### config.mk
export PLATFORM = sky130hd
export DESIGN_NAME = spi_ram_gen
export DESIGN_NICKNAME = d
export VERILOG_FILES = /design/src/rtl/spi_ram_gen.sv
export SDC_FILE = /design/constraint.sdc
export NUM_CORES = 2
export LEC_CHECK = 0
export CORE_MARGIN = 5
export CORE_UTILIZATION = 25
export DETAILED_ROUTE_END_ITERATION = 8
export SYNTH_ARGS = -nofsm -noshare
export SYNTH_HDL_FRONTEND = slang
export SYNTH_SLANG_ARGS = --single-unit
export TNS_END_PERCENT = 50
### constraint.sdc
create_clock -name clk -period 5.3 [get_ports clk]
set_clock_uncertainty 0.15 [all_clocks]
set_input_delay 0.53 -clock clk [delete_from_list [all_inputs] [get_ports clk]]
set_output_delay 0.53 -clock clk [all_outputs]
set_load 0.1 [all_outputs]
### src/rtl/spi_ram_gen.sv
// spi_ram_gen: parametrised single-port RAM command slave behind an SPI
// front end. Each accepted command word carries a 2-bit opcode plus payload;
// RD_DATA returns registered read data with a one-cycle tx_valid strobe.
// Optional auto-increment lets write/read bursts stream through memory, and
// address commands that fall outside the memory are rejected with addr_err.

module spi_ram_gen #(
  parameter int DATA_WIDTH = 8,
  parameter int ADDR_WIDTH = 8,
  parameter int MEM_DEPTH  = 256,
  parameter int AUTO_INC   = 0
) (
  input  logic                  clk,
  input  logic                  reset,
  input  logic                  rx_valid,
  input  logic [DATA_WIDTH+1:0] din,
  output logic                  tx_valid,
  output logic [DATA_WIDTH-1:0] dout,
  output logic                  addr_err
);

  typedef enum logic [1:0] {
    OP_WR_ADDR = 2'b00,
    OP_WR_DATA = 2'b01,
    OP_RD_ADDR = 2'b10,
    OP_RD_DATA = 2'b11
  } opcode_e;

  typedef enum logic {
    ST_IDLE = 1'b0,
    ST_RESP = 1'b1
  } state_e;

  // Last legal address; pointer wrap compares against this explicitly so that
  // non-power-of-two depths wrap correctly.
  localparam logic [ADDR_WIDTH-1:0] LAST_ADDR = ADDR_WIDTH'(MEM_DEPTH - 1);
  // Depth widened by one bit so a full 2^ADDR_WIDTH depth is representable.
  localparam logic [ADDR_WIDTH:0]   DEPTH_LIM = (ADDR_WIDTH + 1)'(MEM_DEPTH);

  logic [DATA_WIDTH-1:0] mem [MEM_DEPTH];

  opcode_e               opcode;
  logic [DATA_WIDTH-1:0] payload;
  logic [ADDR_WIDTH-1:0] payload_addr;
  logic                  addr_ok;
  logic                  rd_accept;

  state_e                state_q, state_d;
  logic [ADDR_WIDTH-1:0] wr_ptr_q, wr_ptr_d;
  logic [ADDR_WIDTH-1:0] rd_ptr_q, rd_ptr_d;
  logic                  tx_valid_q, tx_valid_d;
  logic [DATA_WIDTH-1:0] dout_q, dout_d;
  logic                  addr_err_q, addr_err_d;
  logic                  mem_we;

  assign opcode       = opcode_e'(din[DATA_WIDTH+1:DATA_WIDTH]);
  assign payload      = din[DATA_WIDTH-1:0];
  assign payload_addr = payload[ADDR_WIDTH-1:0];
  // An address is legal only if it lies below the depth and no payload bits
  // above the pointer width are set.
  assign addr_ok      = ({1'b0, payload_addr} < DEPTH_LIM) &&
                        ((payload >> ADDR_WIDTH) == '0);
  assign rd_accept    = rx_valid && (opcode == OP_RD_DATA);

  function automatic logic [ADDR_WIDTH-1:0] next_ptr(input logic [ADDR_WIDTH-1:0] p);
    return (p == LAST_ADDR) ? '0 : p + 1'b1;
  endfunction

  // Next-state decode: command execution, pointer updates and response strobes.
  always_comb begin
    wr_ptr_d   = wr_ptr_q;
    rd_ptr_d   = rd_ptr_q;
    dout_d     = dout_q;
    addr_err_d = 1'b0;
    mem_we     = 1'b0;
    state_d    = ST_IDLE;

    unique case (state_q)
      ST_IDLE: state_d = rd_accept ? ST_RESP : ST_IDLE;
      ST_RESP: state_d = rd_accept ? ST_RESP : ST_IDLE;
      default: state_d = ST_IDLE;
    endcase

    if (rx_valid) begin
      unique case (opcode)
        OP_WR_ADDR: begin
          if (addr_ok) wr_ptr_d = payload_addr;
          else         addr_err_d = 1'b1;
        end
        OP_WR_DATA: begin
          mem_we = 1'b1;
          if (AUTO_INC != 0) wr_ptr_d = next_ptr(wr_ptr_q);
        end
        OP_RD_ADDR: begin
          if (addr_ok) rd_ptr_d = payload_addr;
          else         addr_err_d = 1'b1;
        end
        OP_RD_DATA: begin
          dout_d = mem[rd_ptr_q];
          if (AUTO_INC != 0) rd_ptr_d = next_ptr(rd_ptr_q);
        end
        default: ;
      endcase
    end

    tx_valid_d = (state_d == ST_RESP);
  end

  // Control FSM and registered outputs; reset clears pointers and strobes at once.
  always_ff @(posedge clk or posedge reset) begin
    if (reset) begin
      state_q    <= ST_IDLE;
      wr_ptr_q   <= '0;
      rd_ptr_q   <= '0;
      tx_valid_q <= 1'b0;
      dout_q     <= '0;
      addr_err_q <= 1'b0;
    end else begin
      state_q    <= state_d;
      wr_ptr_q   <= wr_ptr_d;
      rd_ptr_q   <= rd_ptr_d;
      tx_valid_q <= tx_valid_d;
      dout_q     <= dout_d;
      addr_err_q <= addr_err_d;
    end
  end

  // Memory array write port; contents deliberately survive reset.
  always_ff @(posedge clk) begin
    if (mem_we) mem[wr_ptr_q] <= payload;
  end

  assign tx_valid = tx_valid_q;
  assign dout     = dout_q;
  assign addr_err = addr_err_q;

endmodule

Word level (Yosys, flattened, before mapping)
Memory sizes are Yosys's and may differ from the RTL's. A register that Yosys moved wholly into a read port is not among the register bits.
Index checks and enable logic that the tools add are counted.

storage, ports and cells
  register bits after elaboration = 17
  latch bits = 0
  memory bits (writable) = 2,048
  memory bits (read-only) = 0
  input port bits = 13
  output and inout bits = 10
  word-level logic and storage cells = 17
  memories = 1

memories
  name  depth  bits a word  rd ports  clocked after memory_dff  write ports  RTL line  RTL
  mem   256    8            1         1                         1            40        logic [DATA_WIDTH-1:0] mem [MEM_DEPTH];

operators by class
  add/sub/neg operators = 0
  multipliers = 0
  divide/modulo/power cells = 0
  magnitude comparators = 0
  equality and inequality tests = 3
  shift operators = 0
  muxes and demuxes = 5
  bitwise operators = 0
  reduce and logical (&&, ||, !) cells = 5

operators with widths
  kind                  number
  $reduce_and A2 Y1     3
  $mux W1               5
  $eq A2 B2 Y1 const B  2
  $eq A2 B1 Y1 const B  1
  $logic_not A2 Y1      1
  $logic_and A1 B1 Y1   1

Logic depth before layout (Yosys ltp)
  word-level depth = 5
  gate-level depth with buffers = 12
  mapped depth without buffers = 8

Least setup slack after synthesis
OpenSTA, ideal clock, no wires.

  path type = register -> register
  start point = reg rd_ptr_q[0]
  end point = reg dout_q[6] (netlist: dout[6]) (read register of mem)
  setup time = 0.132 ns
  data arrival time = 2.239 ns
  data required time = 5.018 ns
  slack = 2.779 ns
  cell stages (with the launch flop) = 11
  path buffers = 3
  path through = dfrtp_1 buf_6 buf_8 buf_2 mux4_2 nand2_1 a21oi_1 a2111oi_0 nor3_1 a32oi_1 o31ai_1

RTL lines
  what                    RTL line  RTL
  from (decl)             50        logic [ADDR_WIDTH-1:0] rd_ptr_q, rd_ptr_d;
  from (signal assigned)  121       rd_ptr_q <= rd_ptr_d;
  to (decl)               52        logic [DATA_WIDTH-1:0] dout_q, dout_d;

==> impl_metrics.toml <==
[pwr]
p_seq_share_pct = 48.3
power_density_nw_per_um2 = 408
combPwrFrac_pct = 13.7
p_sw_share_pct = 25.9
leakagePower_uw = 0.0285
internal_power_uw = 28100
power.switching_uw = 9830
irDropWorstVdd_uv = 293
power.share.clock_pct = 38.0

[logic_synthesis]
synthFlopType = "edfxtp_1"
synth_seq_cells = 2073
synth.distinct_cells = 61
netlist_top_cells_area = "edfxtp_1 76%, mux4_2 8.2%, mux2i_1 5.2%"
synth.net_count = 4115
synthCells = 4102
seq_area_frac_synth_pct = 76.6
syn_area_um2 = 81100
netlist.area_leader.share_pct = 75.8
synth_area_leader_cell = "edfxtp_1"
ys_async_sr_fraction_pct = 1.21
syn-mean-instance-area_um2 = 19.8
synth_warnings = 0
synth_edf_count = 2048

[final_layout]
syn_to_final_growth_pct = 14.6
drive_above_1_share_pct = 17.4
final_common_cell = "edfxtp_1"
fin_cells = 8681
fill_cells = 31501
layout_common_cells = "2048 x edfxtp_1, 422 x mux2i_1, 296 x mux4_2"
fin_nets = 4199

[floorplanning]
die_w_um = 580
io_pins = 23
core_um2 = 323000
die_h_um = 580
initial_utilization_pct = 25.1
row_count = 209
die_area_um2 = 336000

[placement]
gp_congestion = 0.816
dp.cells = 8306
dp_hpwl_um = 132000
io_buffers = 21
pre_cts_ws_ns = 0.944

[grt]
grt_pass1_wl_um = 309000
track_usage_pct = 12.6
grt_max_degree = 142
grt_overflow = 0
first_global_vias = 41219
grt_antenna_before_repair = 4

[critical_path]
worstPathCellList = "buf_12 -> buf_4 -> mux4_2 -> and2_0 -> a2111oi_0 -> or3_1 -> nor4_1 -> nand4_1 -> nand3_1"
crit_arrival_ns = 4.91
worst_r2r_path_depth = 9
cp-end-kind = "flip-flop"
rr_endpoint = "dout[4]"
max_stage_delay_ns = 0.80
crit_fanout = 47
path_class = "flip-flop to flip-flop"
worstSetupStartpointType = "flip-flop"
crit_slowest_cell = "dfrtp_4"
required_ns = 5.91
reg2reg_slack_ns = 1.01
r2r-start = "rd_ptr_q[1]"

[drt]
drt_wl_total_um = 216000
wl_met2_um = 102000
dr_total_vias = 41301
dr.pass1.iters = 7
wl_met1_um = 88500
vias_per_cell = 4.76
drtIter0Drc = 4966
dr.max_layer_used = "met4"
ant_nets = 0
drcViolationCount = 0
wl_met3_um = 17400
wl_per_cell_um = 24.9

[sta]
setup_ws_ns = 1.01
fmax_ghz = 0.233
max_slew_margin_pct = 18.6
maxSlewViolCount = 0
hold_ws_ns = 0.169
worstMarginPinSlew_ns = 1.22
layout_min_cycle_time_ns = 4.29
rsz0062_at_grt = "false"
fin_tns_setup_ns = 0
finalSetupViolations = 0
post-route-period-util_pct = 81.0
hold_viol_final = 0

[worst_hold_path]
hold_path_class = "primary input to flip-flop"
min_to = "mem[94][0]"
min_path_cells = 1
worstHoldStart = "din[0]"

[clocking]
htreeDepth = 4
clock-sinks = 2073
path_clk_slew_ns = 0.06
clockBufferDepth = 3
cts_tree = "yes"
clk-insertion-delay-late_ns = 0.85
cts-root-buf = "clkbuf_16"
numCtsBuffers = 202

[outcome]
status = "complete, no violations"

[flow_run]
max-cap-violations = 0
## cells by family (layout without fill, tap and decap cells)
group	Yosys count	after routing	synth area share [%]
other	1	2	0.00462
buffers and inverters	263	516	2.16
AO/OA/AOI/OAI	500	500	4.19
AND/OR/NAND/NOR	510	510	2.71
flip-flops	2073	2073	76.6
multiplexers	755	755	14.3
## layout make-up
type	count	area, um^2	share of cell area (%)
timing repair buffer	138	1430	1.54
clock buffer	253	5310	5.71
clock inverter	120	1350	1.46
multi-input combinational	1766	17300	18.6
inverter	5	21.3	0.0229
sequential	2073	62100	66.9
tap	4325	5410	5.82
antenna	1	2.50	0.00269
## power groups by stage
stage          Sequential (uW)  Clock, uW  Combinational, uW
2_1_floorplan            18700          0               3160
3_3_place_gp             18700          0               5140
3_5_place_dp             18700          0               5180
4_1_cts                  18300      14600               5190
5_1_grt                  18300      15300               5400
6_report                 18300      14400               5180
## critical path: cells and delay by family, from the launching register on
family / cells / cell delay [ns]
AOI/OAI and AO/OA: 1 / 0.09
buffers and inverters: 2 / 0.79
and+or+nand+nor: 5 / 1.97
muxes: 1 / 0.30
DFF: 1 / 0.80
## worst max path at each step
stage / from / endpoint / slack [ns] / cells after the start
after floorplan: rd_ptr_q[0] / dout[6] / 2.78 / 10
after global placement: din[9] / dout[6] / 0.88 / 7
after detailed placement: din[9] / dout[4] / 0.94 / 9
after CTS: rd_ptr_q[1] / dout[4] / 1.11 / 9
after global routing: rd_ptr_q[1] / dout[4] / 1.0 / 9
final: rd_ptr_q[1] / dout[4] / 1.01 / 9
## Yosys cell counts (all sizes together) (6+ instances only)
| cell | instances |
|---|---|
| o22ai | 123 |
| nand3 | 37 |
| buf | 132 |
| nor3 | 21 |
| nor2 | 276 |
| nor2b | 12 |
| o221ai | 64 |
| a31oi | 19 |
| mux4 | 316 |
| a211oi | 53 |
| a21oi | 67 |
| mux2i | 422 |
| nand3b | 6 |
| a22o | 7 |
| a221oi | 37 |
| clkbuf | 126 |
| o21ai | 81 |
| nor4 | 7 |
| mux2 | 17 |
| or3 | 14 |
| nand2 | 106 |
| and2 | 6 |
| a2111oi | 20 |
| dfrtp | 25 |
| edfxtp | 2048 |
## state kept, by name, indices dropped and copies added (netlist names)
name / count
dout: 8
wr_ptr_q: 8
rd_ptr_q: 8
tx_valid: 1
mem: 2048
## metal layers
metal / vias to the layer above / GRT usage [%]
met5: - / 0
met4: 0 / 4.62
met3: 325 / 2.37
met2: 1845 / 20.1
met1: 22014 / 17.1
li1: 17117 / -
## repair_timing
| action | 4_1_cts | 5_1_grt |
|---|---|---|
| gates resized for setup | 0 | 0 |
| hold buffers | 1 | 0 |
| buffers inserted | 0 | 0 |
| hold endpoints to repair | 25 | 0 |
## stage by stage
stage	total power (uW)	area, um^2	utilization (%)
2_1_floorplan	21800	81100	-
3_3_place_gp	23800	86200	26.7
3_5_place_dp	23800	86200	26.7
4_1_cts	38100	92900	28.7
5_1_grt	39000	92900	28.7
6_report	37900	92900	28.7
(Power assumes the default switching activity.)
